File: src/rtl/fsm_control_pkg.sv
// Shared definitions for the FIFO switching-stage control FSM: state encodings and threshold defaults.
package fsm_control_pkg;

    typedef enum logic [2:0] {
        ST_RESET  = 3'b000,
        ST_INIT   = 3'b001,
        ST_IDLE   = 3'b010,
        ST_ACTIVE = 3'b011,
        ST_ERROR  = 3'b100
    } state_t;

    localparam int UMB_BAJO_RST = 1;
    localparam int UMB_ALTO_RST = 6;

endpackage

File: src/rtl/fsm_control_umbral_regs.sv
// Almost-empty/almost-full threshold registers; only an ordered pair (bajo < alto) is ever accepted.
module fsm_control_umbral_regs #(
    parameter int TH_W     = 3,
    parameter int BAJO_DEF = 1,
    parameter int ALTO_DEF = 6
) (
    input  logic            clk,
    input  logic            reset,
    input  logic            load_en,
    input  logic [TH_W-1:0] bajo_in,
    input  logic [TH_W-1:0] alto_in,
    output logic [TH_W-1:0] bajo_out,
    output logic [TH_W-1:0] alto_out
);

    logic pair_ok;

    assign pair_ok = (bajo_in < alto_in);

    // Both values move together so the outputs can never show an inverted pair.
    always_ff @(posedge clk) begin
        if (!reset) begin
            bajo_out <= TH_W'(BAJO_DEF);
            alto_out <= TH_W'(ALTO_DEF);
        end else if (load_en && pair_ok) begin
            bajo_out <= bajo_in;
            alto_out <= alto_in;
        end
    end

endmodule

File: src/rtl/fsm_control.sv
// Main control FSM of the FIFO switching stage: idle/error flags and programmable thresholds.
// Optional ERR_SRC_CAPTURE_EN records which FIFOs drove the machine into ERROR.
module fsm_control
    import fsm_control_pkg::*;
#(
    parameter int NUM_FIFOS    = 4,
    parameter int TH_W         = 3,
    parameter int UMB_BAJO_DEF = UMB_BAJO_RST,
    parameter int UMB_ALTO_DEF = UMB_ALTO_RST
) (
    input  logic                 clk,
    input  logic                 reset,
    input  logic                 init,
    input  logic [TH_W-1:0]      umbral_bajo_in,
    input  logic [TH_W-1:0]      umbral_alto_in,
    input  logic [NUM_FIFOS-1:0] empty,
    input  logic [NUM_FIFOS-1:0] error,
    output logic [TH_W-1:0]      umbral_bajo_out,
    output logic [TH_W-1:0]      umbral_alto_out,
    output logic [2:0]           state,
    output logic [2:0]           next_state,
    output logic                 idle,
    output logic                 error_out,
    output logic [NUM_FIFOS-1:0] err_src
);

    state_t state_q, state_d;
    logic   any_err, all_empty;

    assign any_err   = |error;
    assign all_empty = &empty;

    always_ff @(posedge clk) begin
        state_q <= state_d;
    end

    // Reset is folded in here so next_state reads RESET while reset is held.
    always_comb begin
        state_d = state_q;
        if (!reset) begin
            state_d = ST_RESET;
        end else begin
            case (state_q)
                ST_RESET:  state_d = ST_INIT;
                ST_INIT:   if (any_err)        state_d = ST_ERROR;
                           else if (init)      state_d = ST_INIT;
                           else                state_d = ST_IDLE;
                ST_IDLE:   if (any_err)        state_d = ST_ERROR;
                           else if (init)      state_d = ST_INIT;
                           else if (!all_empty) state_d = ST_ACTIVE;
                           else                state_d = ST_IDLE;
                ST_ACTIVE: if (any_err)        state_d = ST_ERROR;
                           else if (init)      state_d = ST_INIT;
                           else if (all_empty) state_d = ST_IDLE;
                           else                state_d = ST_ACTIVE;
                ST_ERROR:  state_d = ST_ERROR;
                default:   state_d = ST_RESET;
            endcase
        end
    end

    assign state      = state_q;
    assign next_state = state_d;
    assign idle       = (state_q == ST_IDLE);
    assign error_out  = (state_q == ST_ERROR);

    fsm_control_umbral_regs #(
        .TH_W     (TH_W),
        .BAJO_DEF (UMB_BAJO_DEF),
        .ALTO_DEF (UMB_ALTO_DEF)
    ) u_umbral_regs (
        .clk      (clk),
        .reset    (reset),
        .load_en  (state_q == ST_INIT),
        .bajo_in  (umbral_bajo_in),
        .alto_in  (umbral_alto_in),
        .bajo_out (umbral_bajo_out),
        .alto_out (umbral_alto_out)
    );

`ifdef ERR_SRC_CAPTURE_EN
    logic [NUM_FIFOS-1:0] err_src_q;

    // Snapshot on entry, then accumulate any later offenders until reset.
    always_ff @(posedge clk) begin
        if (!reset)
            err_src_q <= '0;
        else if (state_q == ST_ERROR)
            err_src_q <= err_src_q | error;
        else if (state_d == ST_ERROR)
            err_src_q <= error;
    end

    assign err_src = err_src_q;
`else
    assign err_src = '0;
`endif

endmodule

File: config.mk
export PLATFORM = sky130hd
export DESIGN_NAME = fsm_control
export DESIGN_NICKNAME = d
export VERILOG_FILES = /design/src/rtl/fsm_control_pkg.sv /design/src/rtl/fsm_control_umbral_regs.sv /design/src/rtl/fsm_control.sv
export SDC_FILE = /design/constraint.sdc
export NUM_CORES = 1
export LEC_CHECK = 0
export BUFFER_PORTS_ARGS = -buffer_cell sky130_fd_sc_hd__buf_4
export CORE_UTILIZATION = 38
export DETAILED_ROUTE_END_ITERATION = 16
export PLACE_DENSITY_LB_ADDON = 0.08
export SETUP_SLACK_MARGIN = 0.02
export SLEW_MARGIN = 5
export SYNTH_ARGS = -nofsm -noshare
export SYNTH_HDL_FRONTEND = slang
export SYNTH_SLANG_ARGS = --single-unit
File: constraint.sdc
create_clock -name clk -period 1.7 [get_ports clk]
set_clock_uncertainty 0.15 [all_clocks]
set_input_delay 0 -clock clk [delete_from_list [all_inputs] [get_ports clk]]
set_output_delay 0 -clock clk [all_outputs]
set_load 0.02 [all_outputs]
==> impl_metrics.yaml <==
power:
  pwr_density_cell_nw_per_um2: 758
  p_int_mw: 0.446
  power_frac_seq: 0.379
  vdd_drop_max_uv: 588
  pwr-share-clk: 0.257
  p_comb_frac: 0.363
  netSwitchingFraction: 0.331
  switchingPower_mw: 0.221
  p_leak_nw: 0.423
routing:
  vias_per_cell: 4.73
  wl_per_cell_um: 11.2
  ant_nets: 0
  vias: 535
  first_pass_iters: 4
  initialDrtViolationCount: 4
  wl_um: 1260
  drc: 0
timing:
  fmax_mhz: 625
  drv_slew: 0
  fin_crit_ns: 1.60
  setup_viol: 0
  hold_ws_ns: -0.0911
  finalCritPeriodShare: 0.941
  tns_ns: 0
  rsz0062_at_grt: "false"
  hold_viol: 1
die:
  io_pins: 35
  start_util: 0.431
  dieArea_um2: 1480
  die_x_um: 38.4
  num_rows: 12
  coreArea_um2: 1170
  die_h_um: 38.4
cts:
  htree_levels: 1
  cts_hold_buf: 11
  cts.sinks: 9
  clockRootBuffer: "clkbuf_4"
  path_clk_slew_ns: 0.06
  post_cts_buffers: 0
  clk_path_buf_depth: 2
  clock_latency_ns: 0.27
  tritoncts: "done"
  cts_buffers: 3
synthesis:
  synth.distinct_cells: 24
  synth.yosys.warnings: 0
  synth_seq_cells: 9
  synthesis.instances: 57
  synth.avg_cell_area_um2: 8.85
  syn_area_um2: 504
  yosysSeqAreaShare: 0.357
cells_and_area:
  final_cell_mix: "30 x buf_4, 11 x dlygate4sd3_1, 8 x dfxtp_1, 7 x inv_1, 7 x nand2_1"
  finalNetCount: 119
  area_delta_synth_final_pct: 74.7
  drive_gt1_frac: 0.414
  finalInstanceArea_um2: 881
  num_antenna_cells: 0
  final_common_cell: "buf_4"
place:
  io_buffer_count: 30
  dpl.hpwl_um: 837
  place_congestion: 0.749
  dpl_cell_area_um2: 719
run_status:
  outcome: "finished, violations left"
  violations: "hold timing"
setup_path:
  path_cells: "nand2b_4 -> nor4b_4 -> dlygate4sd3_1"
  worst_path_dominant_cell_family: "buffers and inverters"
  critical_path.max_stage_delay_ns: 0.58
  worstSetupPathType: "register to register"
  worstSetupStartpointType: "register"
  cp.required_ns: 1.76
  crit_fanout: 6
  end_kind: "register"
  crit_path_top_delay_cell: "dlygate4sd3_1"
  crit_buf_inv: 1
  arrival_ns: 1.66
global_route:
  grt_max_degree: 12
  antenna_found_initial: 0
  grt_use_total: 0.197
  grt_pass1_vias: 463
  grt_pass1_wl_um: 1950
  grt_overflow: 0
job:
  drv_cap: 0
worst_hold_path:
  min_path_type: "input port to register"
Yosys cell counts:
library cell  count  area (µm²)
dfxtp_1           9         180
inv_1             7        26.3
nand2_1           7        26.3
o211ai_1          6        45.0
buf_4             4        30.0
mux2i_1           3        30.0
ha_1              2        25.0
nor2_1            2        7.51
o21a_1            2        15.0
a211oi_1          1        7.51
and2_1            1        6.26
buf_6             1        11.3
clkbuf_1          1        3.75
conb_1            1        3.75
nand2b_1          1        6.26
nand3_1           1        5.00
nor3_1            1        5.00
nor3b_1           1        7.51
nor3b_2           1        12.5
nor4_1            1        6.26
nor4b_1           1        8.76
nor4b_4           1        23.8
o21ai_1           1        5.00
o22ai_1           1        6.26
sequential cells by signal (all words and copies together), names as in the netlist:
| name | count |
|---|---|
| u_umbral_regs.bajo_out | 3 |
| state | 3 |
| u_umbral_regs.alto_out | 3 |
power groups by stage:
stage	logic, mW	registers (mW)	clock network [mW]
floorplan	0.109	0.280	0
global placement	0.211	0.255	0
detailed placement	0.211	0.255	0
CTS	0.230	0.251	0.180
global route	0.260	0.256	0.188
finish	0.243	0.253	0.172
what timing repair did:
action / CTS / global route
hold endpoints to repair: 9 / 1
gates resized for setup: 0 / 6
endpoints found under the setup margin: 0 / 8
kinds of logic (layout without fill, tap and decap cells):
family          after synthesis  after routing  synth area share
mux                           3              3            0.0596
compound gates               11             11             0.156
flops                         9              9             0.357
buf+inv                      13             52             0.141
simple gates                 18             18             0.228
other cells                   1              4           0.00744
fa+ha+maj                     2              2            0.0496
worst paths after layout:
| kind | from | endpoint | slack [ns] | cells past startpoint |
|---|---|---|---|---|
| worst max-delay path | state[2] | state[1] | 0.1 | 3 |
| worst min-delay path | error[2] | state[0] | -0.09 | 4 |
| worst max register to register | state[2] | state[1] | 0.1 | 3 |
| worst min register to register | u_umbral_regs.bajo_out[2] | u_umbral_regs.bajo_out[2] | 0.31 | 2 |
cell type report:
class                           count  area (µm²)
Tap cell                           14        17.5
Fill cell                          92         290
Timing Repair Buffer               41         335
Multi-Input combinational cell     38         294
Sequential cell                     9         181
Inverter                            7        26.3
Clock buffer                        4        26.3
metrics by stage:
step | util | total power, mW | worst slack [ns] | hold WS, ns | instances
floorplan | - | 0.389 | 0.0505 | -0.0942 | 60
global placement | 0.614 | 0.466 | 0.243 | 0.0418 | 98
detailed placement | 0.614 | 0.466 | 0.206 | 0.0419 | 98
CTS | 0.731 | 0.661 | 0.0298 | -0.0951 | 113
global route | 0.752 | 0.704 | 0.0225 | -0.0694 | 113
finish | 0.752 | 0.668 | 0.0998 | -0.0911 | 113
worst min-delay path: stages:
cell	delay (ns)
buf_4	0.08
nor4_1	0.05
nor2_1	0.08
a211oi_1	0.06
per-layer routing:
layer  GRT usage  vias up  part of all wire
met5           0        -                 0
met4      0.0776        0             0.011
met3      0.0872        2             0.079
met2       0.314       20              0.49
met1       0.230      240              0.42
li1            -      273                 -
(Power assumes the default switching activity.)
